--- src/rtl/vend_dispense_arbiter_if.sv ---
// Handshake bundle between the vending front-ends (master) and the shared
// dispense arbiter (slave).
interface vend_dispense_arbiter_if #(
  parameter int N = 2
);
  logic [N-1:0]   req;
  logic [2*N-1:0] chg_in;
  logic [N-1:0]   ack;
  logic           newspaper;
  logic           change5;
  logic           busy;
  logic [1:0]     grant_id;
  logic           sold_out;

  modport master (
    output req, chg_in,
    input  ack, newspaper, change5, busy, grant_id, sold_out
  );

  modport slave (
    input  req, chg_in,
    output ack, newspaper, change5, busy, grant_id, sold_out
  );
endinterface

--- src/rtl/vend_dispense_arbiter.sv ---
// Round-robin arbiter sharing one paper dispenser and one 5-cent hopper between N front-ends.
// Optional stock limit: define VEND_DISPENSE_ARBITER_STOCK_COUNT_EN.
module vend_dispense_arbiter #(
  parameter int N          = 2,
  parameter int DISP_CYC   = 2,
  parameter int CHG_CYC    = 1,
  parameter int STOCK_INIT = 8
) (
  input  logic                 clock,
  input  logic                 reset,
  vend_dispense_arbiter_if.slave bus
);
  typedef enum logic [2:0] {IDLE, DISPENSE, CHANGE, GAP, DONE} state_t;

  state_t         state_q, state_d;
  logic [7:0]     cnt_q, cnt_d;
  logic [1:0]     rem_q, rem_d;
  logic [1:0]     last_q, last_d;
  logic [1:0]     gid_q, gid_d;
  logic           np_q, np_d;
  logic           ch_q, ch_d;
  logic           busy_q, busy_d;
  logic [N-1:0]   ack_q, ack_d;
  logic           sold_q, sold_d;
  logic           found, can_grant;
  logic [1:0]     win, win_chg;

`ifdef VEND_DISPENSE_ARBITER_STOCK_COUNT_EN
  logic [3:0]     stock_q, stock_d;
`endif

  always_comb begin
    state_d = state_q;
    cnt_d   = cnt_q;
    rem_d   = rem_q;
    last_d  = last_q;
    gid_d   = gid_q;
    found   = 1'b0;
    win     = 2'd0;
    win_chg = 2'd0;
`ifdef VEND_DISPENSE_ARBITER_STOCK_COUNT_EN
    stock_d   = stock_q;
    can_grant = (stock_q != 4'd0);
`else
    can_grant = 1'b1;
`endif

    // Search last+1, last+2, ... so the previous winner goes to the back of the line
    for (int off = 1; off <= N; off++) begin
      for (int i = 0; i < N; i++) begin
        if (!found && bus.req[i] && (i == (int'(last_q) + off) % N)) begin
          found   = 1'b1;
          win     = 2'(i);
          win_chg = bus.chg_in[2*i +: 2];
        end
      end
    end

    case (state_q)
      IDLE: if (found && can_grant) begin
        gid_d   = win;
        last_d  = win;
        rem_d   = (win_chg == 2'd3) ? 2'd2 : win_chg;
        cnt_d   = 8'(DISP_CYC - 1);
        state_d = DISPENSE;
`ifdef VEND_DISPENSE_ARBITER_STOCK_COUNT_EN
        stock_d = stock_q - 4'd1;
`endif
      end
      DISPENSE: if (cnt_q == 8'd0) begin
        if (rem_q != 2'd0) begin
          cnt_d   = 8'(CHG_CYC - 1);
          state_d = CHANGE;
        end else begin
          state_d = DONE;
        end
      end else begin
        cnt_d = cnt_q - 8'd1;
      end
      CHANGE: if (cnt_q == 8'd0) begin
        rem_d   = rem_q - 2'd1;
        state_d = GAP;
      end else begin
        cnt_d = cnt_q - 8'd1;
      end
      GAP: begin
        cnt_d   = 8'(CHG_CYC - 1);
        state_d = (rem_q != 2'd0) ? CHANGE : DONE;
      end
      DONE:    state_d = IDLE;
      default: state_d = IDLE;
    endcase

    // Moore outputs decoded from the next state so they land in flops
    np_d   = (state_d == DISPENSE);
    ch_d   = (state_d == CHANGE);
    busy_d = (state_d != IDLE);
    for (int i = 0; i < N; i++) ack_d[i] = (state_d == DONE) && (gid_d == 2'(i));
`ifdef VEND_DISPENSE_ARBITER_STOCK_COUNT_EN
    sold_d = (stock_d == 4'd0);
`else
    sold_d = 1'b0;
`endif
  end

  always_ff @(posedge clock or posedge reset) begin
    if (reset) begin
      state_q <= IDLE;
      cnt_q   <= '0;
      rem_q   <= '0;
      last_q  <= 2'(N - 1);
      gid_q   <= '0;
      np_q    <= 1'b0;
      ch_q    <= 1'b0;
      busy_q  <= 1'b0;
      ack_q   <= '0;
      sold_q  <= 1'b0;
`ifdef VEND_DISPENSE_ARBITER_STOCK_COUNT_EN
      stock_q <= 4'(STOCK_INIT);
`endif
    end else begin
      state_q <= state_d;
      cnt_q   <= cnt_d;
      rem_q   <= rem_d;
      last_q  <= last_d;
      gid_q   <= gid_d;
      np_q    <= np_d;
      ch_q    <= ch_d;
      busy_q  <= busy_d;
      ack_q   <= ack_d;
      sold_q  <= sold_d;
`ifdef VEND_DISPENSE_ARBITER_STOCK_COUNT_EN
      stock_q <= stock_d;
`endif
    end
  end

  assign bus.ack       = ack_q;
  assign bus.newspaper = np_q;
  assign bus.change5   = ch_q;
  assign bus.busy      = busy_q;
  assign bus.grant_id  = gid_q;
  assign bus.sold_out  = sold_q;
endmodule

--- src/flat_wrapper.sv ---
// flat-port wrapper written by rule: the top's interface ports become plain ports
module vend_dispense_arbiter_flat 
#(
  parameter int N          = 2,
  parameter int DISP_CYC   = 2,
  parameter int CHG_CYC    = 1,
  parameter int STOCK_INIT = 8
)
  (clock, reset, bus_req, bus_chg_in, bus_ack, bus_newspaper, bus_change5, bus_busy, bus_grant_id, bus_sold_out);
  vend_dispense_arbiter_if #(.N(N)) bus_i ();
  input  logic clock;
  input  logic reset;
  input wire logic [$bits(bus_i.req)-1:0] bus_req;
  input wire logic [$bits(bus_i.chg_in)-1:0] bus_chg_in;
  output wire logic [$bits(bus_i.ack)-1:0] bus_ack;
  output wire logic [$bits(bus_i.newspaper)-1:0] bus_newspaper;
  output wire logic [$bits(bus_i.change5)-1:0] bus_change5;
  output wire logic [$bits(bus_i.busy)-1:0] bus_busy;
  output wire logic [$bits(bus_i.grant_id)-1:0] bus_grant_id;
  output wire logic [$bits(bus_i.sold_out)-1:0] bus_sold_out;
  assign bus_i.req = bus_req;
  assign bus_i.chg_in = bus_chg_in;
  assign bus_ack = bus_i.ack;
  assign bus_newspaper = bus_i.newspaper;
  assign bus_change5 = bus_i.change5;
  assign bus_busy = bus_i.busy;
  assign bus_grant_id = bus_i.grant_id;
  assign bus_sold_out = bus_i.sold_out;
  vend_dispense_arbiter #(.N(N), .DISP_CYC(DISP_CYC), .CHG_CYC(CHG_CYC), .STOCK_INIT(STOCK_INIT)) u_core (.clock(clock), .reset(reset), .bus(bus_i));
endmodule
--- config.mk ---
export PLATFORM = sky130hd
export DESIGN_NAME = vend_dispense_arbiter_flat
export DESIGN_NICKNAME = d
export VERILOG_FILES = /design/src/rtl/vend_dispense_arbiter_if.sv /design/src/rtl/vend_dispense_arbiter.sv /design/src/flat_wrapper.sv
export SDC_FILE = /design/constraint.sdc
export NUM_CORES = 1
export LEC_CHECK = 0
export ABC_AREA = 1
export ABC_CLOCK_PERIOD_IN_PS = 3400
export BUFFER_PORTS_ARGS = -buffer_cell sky130_fd_sc_hd__buf_2
export CORE_MARGIN = 5
export CORE_UTILIZATION = 55
export CTS_BUF_LIST = sky130_fd_sc_hd__clkbuf_8
export CTS_CLUSTER_DIAMETER = 30
export DETAILED_ROUTE_END_ITERATION = 16
export GPL_ROUTABILITY_DRIVEN = 1
export PLACE_DENSITY = 0.81
export SLEW_MARGIN = 10
export SYNTH_ARGS = -nofsm -noshare
export SYNTH_HDL_FRONTEND = slang
export SYNTH_SLANG_ARGS = --single-unit
--- constraint.sdc ---
create_clock -name clock -period 3.4 [get_ports clock]
set_input_delay 0.17 -clock clock [delete_from_list [all_inputs] [get_ports clock]]
set_output_delay 0.17 -clock clock [all_outputs]
set_load 0.01 [all_outputs]
==> out/metrics.cfg, run 1 <==
[worst_setup_path]
cp_common_cell=nand2_1
arrival_ps=1830
cp-start-kind=flip-flop
reg2reg_depth=9
r2r-start=u_core.cnt_q[0]
reg2reg_slack_ps=1730
critPathCaptureType=flip-flop
cp_slowest_cell=dfrtp_1
slowest_delay_ps=410
path_cells=inv_1 -> ha_1 -> nand2_2 -> nor2_8 -> nand2_4 -> nand3_4 -> inv_4 -> nand2_1 -> nand2_1
r2r_end=u_core.cnt_q[7]
critPathKind=flip-flop to flip-flop
crit_required_ps=3550
crit_path_max_fanout=9

[floorplanning]
die_area_um2=3370
io_pins=16
die_y_um=58.1
initial_core_util_pct=57.5
rows=17
core-area_um2=2210
die_x_um=58.1

[timing]
hold_viol_final=0
timing.final.crit_period_ps=1670
period_share_pct=49.2
tns_ps=0
setup_viol=0
timing.hold.ws_ps=43.4
final_max_slew_viol_count=0
skew_ps=3.11
rsz0062_at_grt=false
timing.fmax_mhz=598
setup_ws_ps=1730
tightest_slew_ps=791
slew_headroom_pct=47.2

[cts]
post_cts_buffers=0
cts_tree=built
h-tree-depth=1
cts_hold_buf=0
clk_pin_slew_ps=80
clockBufferDepth=2
cts_resized=0
cts_buffers=3
cts.sinks=21
clk-insertion-delay-late_ps=260
root_buffer=clkbuf_8

[yosys]
synth_commonest_cells=71 x nand2_1, 25 x inv_1, 20 x dfrtp_1
synth_seq_cells=21
synth_top_area_cell=dfrtp_1
syn_area_per_cell_um2=7.18
synth_compound_area_share_pct=4.72
synth_fa_ha_area_share_pct=1.97
synthMuxAreaShare_pct=0
ys_types=26
synth_async_sr_flop_share_pct=100
synth.net_count=187
synth_ff_type=dfrtp_1
synth_top_family_by_area=simple AND/OR/NAND/NOR gates
synth_top_area_share_pct=39.4
synth_edf_count=0
synthXorXnorAreaFrac_pct=2.07
syn-cell-area_um2=1270
synth-simple-area-share_pct=40.3
syn_inst=177
ys_top_cells_by_area=dfrtp_1 39%, nand2_1 21%, inv_1 7.4%
yosysSeqAreaShare_pct=41.4
synth_warnings=0
yosysMostFrequentCell=nand2_1

[run_status]
status=complete, no violations

[route]
wl_met2_um=1420
met1_length_um=1050
drt_pass1_iterations=4
vias_per_cell=5.32
antenna_left=0
wl_per_cell_um=12.0
drt-total-wl_um=2650
drcViolationCount=0
met3WireLength_um=108
top_layer_used=met4
via_count=1180
drtIter0Drc=40

[global_route]
antenna_found_initial=0
grt_pass1_wl_um=4690
grt_overflow=0
grt_usage_pct=17.9
grt_max_degree=22
grt_pass1_vias=1158

[finish]
drive_gt1_share_pct=17.0
utilization_pct=64.0
fin_nets=205
antenna_cells=0
syn2layout_area_growth_pct=11.3

[placed_design]
place_ws_ps=1760
io_buffers=14
place_hpwl_um=2000
globalplace.congestion=0.873

[min_path]
hold_class=input pin to asynchronous set/reset pin

[power_and_ir_drop]
leakagePower_uw=0.000850
power_density_nw_per_um2=981
power_uw=1390
ir_drop_mv=0.553

[run]
drv_cap=0

## kinds of logic (layout without fill, tap and decap cells)
logic type      count (synthesis)  after routing
fa+ha+maj                       2              2
flops                          21             21
buf+inv                        29             46
xor+xnor                        3              3
compound gates                 10             10
other cells                     1              1
simple gates                  111            111
## state kept, by name, summed over array words and instances (netlist names)
| signal | cells |
|---|---|
| u_core.last_q | 1 |
| u_core.bus.grant_id | 2 |
| u_core.bus.busy | 1 |
| u_core.bus.change5 | 1 |
| u_core.state_q | 3 |
| u_core.bus.ack | 2 |
| u_core.cnt_q | 8 |
| u_core.bus.newspaper | 1 |
| u_core.rem_q | 2 |
## report_power, final
group	internal (uW)	total (uW)	switching, uW
sequential	349	421	72.0
clock	81.6	162	80.0
combinational	261	805	544
## stage by stage
step | std cells | cell area (um2)
floorplan | 177 | 1270
global placement | 218 | 1370
detailed placement | 218 | 1370
CTS | 222 | 1420
global route | 222 | 1420
finish | 222 | 1420
## placed cells by master (no fill, tap or decap)
cell type	n
o21ai_0	4
o211ai_1	1
dfrtp_1	20
ha_1	2
nor2_1	13
a211oi_1	1
inv_1	25
buf_2	14
nor3_2	1
clkinv_2	1
nand3_1	13
nand2_2	3
nand4_1	3
nand2_4	1
clkbuf_8	3
nor2_8	1
inv_4	2
nand2_1	71
xor2_1	3
dfstp_2	1
a31oi_1	1
a21oi_1	2
o21ai_2	1
nand3_4	2
inv_2	1
nor3_1	1
conb_1	1
nor2_2	2
## worst max-delay path by stage
stage / from / end / slack (ps)
2_1_floorplan: u_core.cnt_q[0] / u_core.cnt_q[1] / 1940
3_3_place_gp: u_core.cnt_q[0] / u_core.cnt_q[6] / 1850
3_5_place_dp: u_core.cnt_q[0] / u_core.cnt_q[7] / 1760
4_1_cts: u_core.cnt_q[0] / u_core.cnt_q[7] / 1730
5_1_grt: u_core.cnt_q[0] / u_core.cnt_q[7] / 1600
6_report: u_core.cnt_q[0] / u_core.cnt_q[7] / 1730
## final cells by class
cell class / instances / area (um2)
clock buffer: 3 / 41.3
clock inverter: 1 / 5.00
multi-input combinational: 127 / 627
inverter: 28 / 110
fill: 212 / 797
sequential: 21 / 527
timing repair buffer: 14 / 70.1
tap: 28 / 35.0
## critical path: cells and delay by family (launching register included)
kind / cells / cell delay, ps
adder cells (fa/ha/maj): 1 / 260
flip-flops: 1 / 410
buffers and inverters: 2 / 210
AND/OR/NAND/NOR: 6 / 670
## layer usage
metal / global-route usage, % / vias up
met5: 0 / -
met4: 11.3 / 0
met3: 2.67 / 9
met2: 31.8 / 31
met1: 19.9 / 562
li1: - / 578
(Power assumes the default switching activity.)
==> run 2, diff against run 1 <==
ABC_CLOCK_PERIOD_IN_PS = 1300   (was 3400)
CORE_UTILIZATION = 53   (was 55)
PLACE_DENSITY = 0.82   (was 0.81)
clock period = 1.3 ns   (was 3.4 ns; I/O delays follow)
==> run 2 against run 1 <==
The flow now finishes with violations (setup timing). Die area rose by 3.1%. First-iteration DRC count fell by 7.5%. Sequential share of layout area fell by 5.1 points. Worst hold slack improved by 110 ps. Sequential cell count did not move. Sequential power rose to 2.5 times the previous value. Routed wire length rose by 12%. Critical path depth did not move. Cell area rose by 16%. Via count rose by 5.5%. Highest routed layer unchanged.
==> out/metrics.cfg, run 2 (synthesis results as in run 1) <==
[run_status]
status=finished with violations
violations=setup timing

[power_and_ir_drop]
leakagePower_uw=0.000974
power_density_nw_per_um2=2610
ir_drop_mv=1.65

[route]
drt-total-wl_um=2970
antenna_left=0
via_count=1245
vias_per_cell=5.08
wl_per_cell_um=12.1
drtIter0Drc=37
drt_pass1_iterations=4
drcViolationCount=0

[timing]
timing.hold.ws_ps=152
hold_viol_final=0
setup_ws_ps=-92.1
rsz0062_at_grt=true
timing.fmax_mhz=718
final_max_slew_viol_count=0
setup_viol=12
period_share_pct=107
skew_ps=3.81
timing.final.crit_period_ps=1390

[cts]
h-tree-depth=1
clockBufferDepth=2
clk_pin_slew_ps=80
root_buffer=clkbuf_8
clk-insertion-delay-late_ps=260
cts_buffers=3
cts_tree=built
cts.sinks=21

[placed_design]
io_buffers=14
place_hpwl_um=2260
placed_cells=237
globalplace.congestion=0.867

[worst_setup_path]
critPathKind=flip-flop to flip-flop
crit_required_ps=1460
reg2reg_depth=9
startpoint=u_core.cnt_q[1]
r2r-start=u_core.cnt_q[1]
arrival_ps=1550
cp-start-kind=flip-flop
critPathCaptureType=flip-flop
crit_path_max_fanout=9
reg2reg_slack_ps=-90

[finish]
layout_commonest_cell=nand2_1
drive_gt1_share_pct=28.6
regArea_um2=527
layout_common_cells=71 x nand2_1, 23 x inv_1, 21 x buf_4, 20 x dfrtp_1, 14 x buf_2
top_regs=u_core.cnt_q (8), u_core.state_q (3)
fin_nets=228
syn2layout_area_growth_pct=28.8
largest_register_ffs=8
fin_cells=245
regMostFlops=u_core.cnt_q
nFillCells=183
multiInputGateArea_um2=659
antenna_cells=0

[min_path]
hold_class=input pin to flip-flop
min_from=bus_req[1]
hold_depth=5

[global_route]
grt_pass1_wl_um=5210
grt_overflow=0
gr-usage-met1_pct=22.1
grt_max_degree=15
busiest_layer=met2
gr-usage-met3_pct=3.92
grt_usage_pct=19.8
grt_pass1_vias=1221
met2_usage_pct=35.0
antenna_found_initial=0

[floorplanning]
rows=17
die_y_um=59.0
die_x_um=59.0
die_area_um2=3480
core-area_um2=2250
io_pins=16
initial_core_util_pct=56.4

[run]
drv_cap=0

[run 2: changes by cell type in the layout (fill, tap and decap cells not counted), moves of 2 or more]
cell     change
buf_4       +21
ha_1         -2
inv_1        -2
inv_2        +2
nand3_1      -2
nand3_2      +2
[run 2: worst paths after layout]
path / to
max: u_core.cnt_q[2]
min: u_core.last_q[0]
max reg2reg: u_core.cnt_q[2]
min reg2reg: u_core.last_q[0]
max in group asynchronous: u_core.cnt_q[0]
min in group asynchronous: u_core.state_q[1]
[run 2: critical path: stages, from the launching register on]
cell	delay (ps)
dfrtp_1	400
inv_2	90
ha_4	150
nand2_4	70
nor2_8	160
nand2_4	80
nand3_4	140
inv_6	70
nand2_1	70
nand2_1	50
[run 2: final cells by class]
| class | instances | area share, % |
|---|---|---|
| Multi-Input combinational cell | 127 | 40.3 |
| Sequential cell | 21 | 32.2 |
| Timing Repair Buffer | 37 | 15.7 |
| Inverter | 28 | 6.88 |
| Clock buffer | 3 | 2.52 |
| Tap cell | 28 | 2.14 |
| Clock inverter | 1 | 0.306 |
[run 2: per-stage QoR]
step | setup slack (ps) | setup TNS (ps) | cell area [um2] | power, uW | util, %
6_report | -92.1 | -797 | 1640 | 4270 | 72.6
2_1_floorplan | -9.14 | -71.4 | 1290 | 2780 | -
3_3_place_gp | -16.3 | -88.7 | 1530 | 3490 | 67.9
4_1_cts | -65.1 | -573 | 1630 | 4240 | 72.3
3_5_place_dp | -76.4 | -652 | 1530 | 3620 | 67.9
5_1_grt | -210 | -2460 | 1640 | 4670 | 72.6
[run 2: where the power goes]
part / internal [uW] / switching, uW
registers: 912 / 150
clock network: 214 / 216
logic: 1150 / 1630
[run 2: metal layers]
layer,wire length (um),share of wire [%]
met1,1180,40
met2,1580,53
met3,131,4.4
met4,71,2.4
met5,0,0
[run 2: repair_timing]
item,in CTS,in global routing
hold buffers,1,0
setup endpoints to repair,13,17
hold endpoints to repair,6,0
resized for setup,2,2
buffers inserted,3,0
